==> src/rtl/alu_serial_responder.sv <==
// alu_serial_responder
//   Device end of the ALU serial link. Receives 11-bit packets on sin
//   (start, type, 8 payload bits MSB first, stop), collects eight DATA bytes
//   into {B,A}, validates the CMD packet (data count, CRC4, opcode) and
//   serializes either a 5-packet result frame or a 1-packet error frame on sout.
//
// Parameters
//   RSP_DELAY : clocks from CMD stop-bit sample to first response start bit,
//               minus one (legal 1..15)
//   N_DATA    : DATA packets expected ahead of each CMD
//
// Ports
//   clk   : clock, all sampling on posedge
//   rst_n : asynchronous active-low reset
//   sin   : serial request line, idle high
//   sout  : serial response line, idle high, registered
module alu_serial_responder #(
  parameter int RSP_DELAY = 2,
  parameter int N_DATA    = 8
) (
  input  logic clk,
  input  logic rst_n,
  input  logic sin,
  output logic sout
);

  typedef enum logic [2:0] {
    RX_IDLE,
    RX_BITS,
    CHECK,
    WAIT,
    TX_BITS
  } state_t;

  localparam logic [3:0] NDATA4    = 4'(N_DATA);
  // CHECK itself is the first of the RSP_DELAY silent clocks.
  localparam logic [3:0] WAIT_INIT = (RSP_DELAY >= 2) ? 4'(RSP_DELAY - 2) : 4'd0;
  localparam logic [5:0] RES_BITS  = 6'd55;
  localparam logic [5:0] ERR_BITS  = 6'd11;

  // CRC4, x^4+x+1, init 0, MSB first
  function automatic logic [3:0] crc4_f(input logic [67:0] d);
    logic [3:0] c;
    logic       fb;
    c = '0;
    for (int i = 67; i >= 0; i--) begin
      fb = c[3] ^ d[i];
      c  = {c[2:0], 1'b0} ^ {2'b00, fb, fb};
    end
    return c;
  endfunction

  // CRC3, x^3+x+1, init 0, MSB first
  function automatic logic [2:0] crc3_f(input logic [36:0] d);
    logic [2:0] c;
    logic       fb;
    c = '0;
    for (int i = 36; i >= 0; i--) begin
      fb = c[2] ^ d[i];
      c  = {c[1:0], 1'b0} ^ {1'b0, fb, fb};
    end
    return c;
  endfunction

  state_t      state_q, state_d;
  logic [3:0]  bcnt_q, bcnt_d;     // bit index within a received packet
  logic [8:0]  rx_sh_q, rx_sh_d;   // {type, payload}
  logic [3:0]  dcnt_q, dcnt_d;     // DATA packets since last CMD, saturating
  logic [63:0] opnd_q, opnd_d;     // {B,A}
  logic [2:0]  op_q, op_d;
  logic [3:0]  crc_q, crc_d;       // CRC field received in the CMD
  logic [3:0]  wcnt_q, wcnt_d;
  logic [54:0] tx_q, tx_d;         // outgoing frame, MSB goes out first
  logic [5:0]  txcnt_q, txcnt_d;   // bits left to send
  logic        sout_q, sout_d;

  // ---------------------------------------------------------------------
  // Command evaluation (only consumed in CHECK)
  // ---------------------------------------------------------------------
  logic [31:0] opb, opa, res;
  logic [32:0] sum, diff;
  logic        carry, ovf, zero, neg;
  logic [3:0]  flags;
  logic        err_d, err_c, err_o, err_any;
  logic        op_ok;
  logic [7:0]  err_pl;
  logic [54:0] res_frame, err_frame;

  assign opb  = opnd_q[63:32];
  assign opa  = opnd_q[31:0];
  assign sum  = {1'b0, opb} + {1'b0, opa};
  assign diff = {1'b0, opb} - {1'b0, opa};  // bit 32 is the borrow

  always_comb begin
    res   = '0;
    carry = 1'b0;
    ovf   = 1'b0;
    op_ok = 1'b1;
    case (op_q)
      3'b000: res = opb & opa;
      3'b001: res = opb | opa;
      3'b100: begin
        res   = sum[31:0];
        carry = sum[32];
        ovf   = (opb[31] == opa[31]) && (sum[31] != opb[31]);
      end
      3'b101: begin
        res   = diff[31:0];
        carry = diff[32];
        ovf   = (opb[31] != opa[31]) && (diff[31] != opb[31]);
      end
      default: op_ok = 1'b0;
    endcase
  end

  assign zero  = (res == 32'd0);
  assign neg   = res[31];
  assign flags = {carry, ovf, zero, neg};

  // Error priority: data count, then CRC, then opcode.
  assign err_d   = (dcnt_q != NDATA4);
  assign err_c   = !err_d && (crc_q != crc4_f({opnd_q, 1'b1, op_q}));
  assign err_o   = !err_d && !err_c && !op_ok;
  assign err_any = err_d | err_c | err_o;
  assign err_pl  = {1'b1, err_d, err_c, err_o, err_d, err_c, err_o,
                    ^{1'b1, err_d, err_c, err_o, err_d, err_c, err_o}};

  assign res_frame = {1'b0, 1'b0, res[31:24], 1'b1,
                      1'b0, 1'b0, res[23:16], 1'b1,
                      1'b0, 1'b0, res[15:8],  1'b1,
                      1'b0, 1'b0, res[7:0],   1'b1,
                      1'b0, 1'b1, 1'b0, flags, crc3_f({res, 1'b0, flags}), 1'b1};
  assign err_frame = {1'b0, 1'b1, err_pl, 1'b1, 44'd0};

  // ---------------------------------------------------------------------
  // FSM
  // ---------------------------------------------------------------------
  always_comb begin
    state_d = state_q;
    bcnt_d  = bcnt_q;
    rx_sh_d = rx_sh_q;
    dcnt_d  = dcnt_q;
    opnd_d  = opnd_q;
    op_d    = op_q;
    crc_d   = crc_q;
    wcnt_d  = wcnt_q;
    tx_d    = tx_q;
    txcnt_d = txcnt_q;
    sout_d  = sout_q;
    case (state_q)
      RX_IDLE: begin
        sout_d = 1'b1;
        if (!sin) begin
          state_d = RX_BITS;
          bcnt_d  = '0;
        end
      end
      RX_BITS: begin
        if (bcnt_q == 4'd9) begin
          // sin is the stop bit; a 0 here drops the packet untouched
          state_d = RX_IDLE;
          if (sin) begin
            if (!rx_sh_q[8]) begin
              opnd_d = {opnd_q[55:0], rx_sh_q[7:0]};
              if (dcnt_q != 4'hF) dcnt_d = dcnt_q + 4'd1;
            end else begin
              op_d    = rx_sh_q[6:4];
              crc_d   = rx_sh_q[3:0];
              state_d = CHECK;
            end
          end
        end else begin
          rx_sh_d = {rx_sh_q[7:0], sin};
          bcnt_d  = bcnt_q + 4'd1;
        end
      end
      CHECK: begin
        dcnt_d  = '0;
        tx_d    = err_any ? err_frame : res_frame;
        txcnt_d = err_any ? ERR_BITS : RES_BITS;
        if (RSP_DELAY >= 2) begin
          state_d = WAIT;
          wcnt_d  = WAIT_INIT;
        end else begin
          state_d = TX_BITS;
        end
      end
      WAIT: begin
        if (wcnt_q == 4'd0) state_d = TX_BITS;
        else                wcnt_d  = wcnt_q - 4'd1;
      end
      TX_BITS: begin
        sout_d  = tx_q[54];
        tx_d    = {tx_q[53:0], 1'b0};
        txcnt_d = txcnt_q - 6'd1;
        // last bit driven is a stop bit, so sout is already idle-high
        if (txcnt_q == 6'd1) state_d = RX_IDLE;
      end
      default: state_d = RX_IDLE;
    endcase
  end

  always_ff @(posedge clk or negedge rst_n) begin
    if (!rst_n) begin
      state_q <= RX_IDLE;
      bcnt_q  <= '0;
      rx_sh_q <= '0;
      dcnt_q  <= '0;
      opnd_q  <= '0;
      op_q    <= '0;
      crc_q   <= '0;
      wcnt_q  <= '0;
      tx_q    <= '0;
      txcnt_q <= '0;
      sout_q  <= 1'b1;
    end else begin
      state_q <= state_d;
      bcnt_q  <= bcnt_d;
      rx_sh_q <= rx_sh_d;
      dcnt_q  <= dcnt_d;
      opnd_q  <= opnd_d;
      op_q    <= op_d;
      crc_q   <= crc_d;
      wcnt_q  <= wcnt_d;
      tx_q    <= tx_d;
      txcnt_q <= txcnt_d;
      sout_q  <= sout_d;
    end
  end

  assign sout = sout_q;

endmodule

==> config.mk <==
export PLATFORM = sky130hd
export DESIGN_NAME = alu_serial_responder
export DESIGN_NICKNAME = d
export VERILOG_FILES = /design/src/rtl/alu_serial_responder.sv
export SDC_FILE = /design/constraint.sdc
export NUM_CORES = 1
export LEC_CHECK = 0
export ABC_AREA = 1
export CAP_MARGIN = 15
export CORE_ASPECT_RATIO = 2
export CORE_UTILIZATION = 66
export CTS_CLUSTER_SIZE = 24
export DETAILED_ROUTE_END_ITERATION = 7
export DONT_BUFFER_PORTS = 1
export HOLD_SLACK_MARGIN = 0.12
export MAX_ROUTING_LAYER = met4
export PLACE_DENSITY_LB_ADDON = 0.05
export REMOVE_ABC_BUFFERS = 1
export SLEW_MARGIN = 40
export SYNTH_ARGS = -nofsm -noshare
export SYNTH_HDL_FRONTEND = slang
export SYNTH_SLANG_ARGS = --single-unit
==> constraint.sdc <==
create_clock -name clk -period 7.9 [get_ports clk]
set_input_delay 1.58 -clock clk [delete_from_list [all_inputs] [get_ports clk]]
set_output_delay 1.58 -clock clk [all_outputs]
set_load 0.005 [all_outputs]
==> flow_summary_export.csv <==
group,metric,value,unit
worst_setup_path,worstPathRequired,8.27,ns
synth,yosys.area_share.simple,38.2,%
synth,synth_enable_flop_cells,0,
route,met3_length,4.31,mm
global_routing,grt_remaining_overflow,0,
worst_setup_path,worst_setup_path_start_kind,"flop",
route,detail-route-antenna-nets,0,
sta,setup_viol,0,
clock_network,numCtsBuffers,17,
synth,synth.mux.area_fraction,0,%
finish,multi_input_area,9930,um2
route,drt_pass1_iterations,6,
worst_setup_path,critical_path.n_buffers_inverters,7,
synth,yosys_warnings,0,
worst_setup_path,worstPathMaxFanout,8,
synth,postSynthCellCount,2378,
finish,n_fill_cell,1905,
worst_setup_path,timing_worst_setup_path_type,"flop to flop",
worst_setup_path,timing.critical_path.mode_cell,"sky130_fd_sc_hd__nand2_1",
placed_design,port-buffer-count,0,
worst_setup_path,worst_setup_path_end_kind,"flop",
sta,slew-limit-headroom,40.3,%
placed_design,gp_weighted_congestion,1.03,
synth,post_synth.cell_area_avg,6.43,um2
sta,fmaxAchievable,137,MHz
finish,most-common-layout-cells,"sky130_fd_sc_hd__nand2_1 (749), sky130_fd_sc_hd__inv_1 (298), sky130_fd_sc_hd__nand3_1 (253)",
floorplanning,fp.coreArea,22700,um2
clock_network,htree_num_levels,4,
clock_network,buffer_type_at_the_clock_tree_root,"sky130_fd_sc_hd__clkbuf_16",
run_status,status,"finished, final reports clean",
sta,timing_worst_slew_pin_value,0.895,ns
finish,syn2layout_area_growth,5.70,%
finish,register_cell_area_after_layout,3940,um2
sta,tns,0,ns
synth,ys_seq_area_share,25.7,%
floorplanning,die_y,217,um
finish,share_of_cells_above_drive_strength_1,9.86,%
synth,synth_ff_type,"sky130_fd_sc_hd__dfrtp_1",
clock_network,clk-insertion-delay-late,0.48,ns
sta,slew_violations,0,
worst_setup_path,cp.arrival,7.64,ns
synth,yosysTopAreaCellShare,25.5,%
sta,crit_path_time_final,7.28,ns
synth,synthXorXnorAreaFrac,2.60,%
worst_setup_path,critical_path.top_delay_family,"simple AND/OR/NAND/NOR gates",
hold_path,min_delay_path_depth,2,
route,dr_total_vias,16500,
route,vias_per_cell,6.25,
hold_path,worst_hold_path_type,"flop to flop",
finish,final_nets,2474,
sta,finalHoldViolations,0,
clock_network,clock_sinks,157,
clock_network,path_clk_slew,0.07,ns
global_routing,grt_pass1_wl,85.2,mm
synth,synth_compound_gate_area_share,13.3,%
synth,synth.distinct_cells,54,
worst_setup_path,crit_path_top_delay_cell,"sky130_fd_sc_hd__dfrtp_1",
synth,synthAdderAreaFrac,10.0,%
synth,synth.cell_area,15300,um2
global_routing,grt_antenna_before_repair,2,
synth,yosys_register_bits,157,
floorplanning,floorplan.die_area,23800,um2
clock_network,cts_max_path_buffers,2,
synth,synth_area_leader_cell,"sky130_fd_sc_hd__dfrtp_1",
job,maxCapViolations,0,
route,dr.max_layer_used,"met4",
synth,synth_top_family_by_area,"simple AND/OR/NAND/NOR gates",
global_routing,grt_use_total,50.1,%
floorplanning,rows,78,
clock_network,cts_tree,"yes",
placed_design,detailed_place_hpwl,41.0,mm
route,route.layer.met1.wl,18.1,mm
route,total_drc_errors_in_the_routed_layout,0,
route,detail_route.wl_per_cell,20.9,um
floorplanning,ioPinCount,4,
route,met2_routed_wl,26.4,mm
synth,postSynth.asyncResetShare,100,%
route,routed_wirelength,55.3,mm
global_routing,first_global_vias,16000,
floorplanning,floorplan.die.width,110,um
worst_setup_path,timing.critical_path.slowest_cell_delay,0.60,ns
global_routing,grt_start_max_net_pins,158,
worst_setup_path,worstRegToRegCells,53,
worst_setup_path,path_depth,53,
route,drt-initial-drc-count,1888,
finish,mostFrequentLayoutCell,"sky130_fd_sc_hd__nand2_1",
sta,finClkSkew,0.0140,ns
floorplanning,initial_core_util,67.3,%
synth,synthTopCellsByArea,"sky130_fd_sc_hd__dfrtp_1 (26%), sky130_fd_sc_hd__nand2_1 (18%), sky130_fd_sc_hd__ha_1 (9.7%)",
sta,final.period_utilization,92.1,%
-- metrics by stage --
stage               utilization, %  setup slack [ns]  area [um2]  hold WS [ns]  cells
floorplan                        -             -3.39       14900         0.441   2315
global placement              67.7             0.600       15400         0.461   2606
detailed placement            67.7             0.408       15400         0.470   2606
CTS                           70.4             0.351       16000         0.486   2638
global route                  71.1           -0.0609       16200         0.509   2645
finish                        71.1             0.622       16200         0.483   2645
-- repair_timing --
item                                    in CTS  in global routing
endpoints found under the hold margin        0                  0
hold buffers                                 0                  0
buffers inserted                             0                  3
resized for setup                            0                 38
endpoints found under the setup margin       0                 49
-- cell type report --
cell class              count  area share [%]
multi-input cells        1838            61.4
well taps                 280            2.17
flip-flops and latches    157            24.4
diodes                      2          0.0310
repair buffers             15           0.836
clock buffers              17            2.63
clock inverters            15            1.10
inverters                 321            7.47
-- sequential cells by signal, indices dropped and copies added, names as in the netlist, 3 cells and up --
| name | flops |
|---|---|
| bcnt_q | 4 |
| txcnt_q | 6 |
| tx_q | 55 |
| wcnt_q | 4 |
| rx_sh_q | 9 |
| state_q | 3 |
| dcnt_q | 4 |
| crc_q | 4 |
| op_q | 3 |
| opnd_q | 64 |
-- layer usage --
metal | up-vias | track usage [%]
met5 | - | -
li1 | 7622 | -
met4 | 0 | 48.2
met3 | 424 | 17.7
met2 | 974 | 78.4
met1 | 7509 | 45.9
-- cells in the mapped netlist, drive strengths merged, types with 2 or more instances --
cell type / number
or2: 6
nand2: 851
o22ai: 10
clkbuf: 45
a21oi: 114
nor3: 20
clkinv: 5
xor2: 20
o21bai: 3
xnor2: 10
nand3: 279
nor4: 8
fa: 2
nand3b: 10
a211oi: 2
dlygate4sd3: 4
o21a: 7
a31oi: 11
a21boi: 11
o31ai: 7
ha: 119
o211ai: 9
a21o: 2
inv: 316
o221ai: 3
buf: 14
nor2: 123
nand4: 14
o21ai: 177
xnor3: 6
o2111ai: 7
dfrtp: 156
-- cells by family (layout without fill, tap and decap cells) --
family,Yosys count,after routing
and+or+nand+nor,1312,1313
buffers and inverters,384,368
AOI/OAI and AO/OA,368,368
DFF,157,157
adders and majority gates,121,121
xor gates and xnor gates,36,36
other,0,2
-- path summary, 6_finish.rpt --
check	from	to	slack, ns
max	opnd_q[44]$_DFFE_PN0P_	tx_q[3]$_DFFE_PN0P_	0.62
min	tx_q[45]$_DFFE_PN0P_	tx_q[45]$_DFFE_PN0P_	0.48
max reg2reg	opnd_q[44]$_DFFE_PN0P_	tx_q[3]$_DFFE_PN0P_	0.62
min reg2reg	tx_q[45]$_DFFE_PN0P_	tx_q[45]$_DFFE_PN0P_	0.48
max in group asynchronous	rst_n	opnd_q[63]$_DFFE_PN0P_	6.64
min in group asynchronous	rst_n	tx_q[43]$_DFFE_PN0P_	0.80
-- worst min-delay path, stage by stage (launching register included) --
cell and delay [ns]:
sky130_fd_sc_hd__dfrtp_1 0.34, sky130_fd_sc_hd__nand2_1 0.05, sky130_fd_sc_hd__nand2_1 0.06
Power is not shown: default switching activity piles up to over one toggle a cycle in this logic, so the estimate is an artifact.
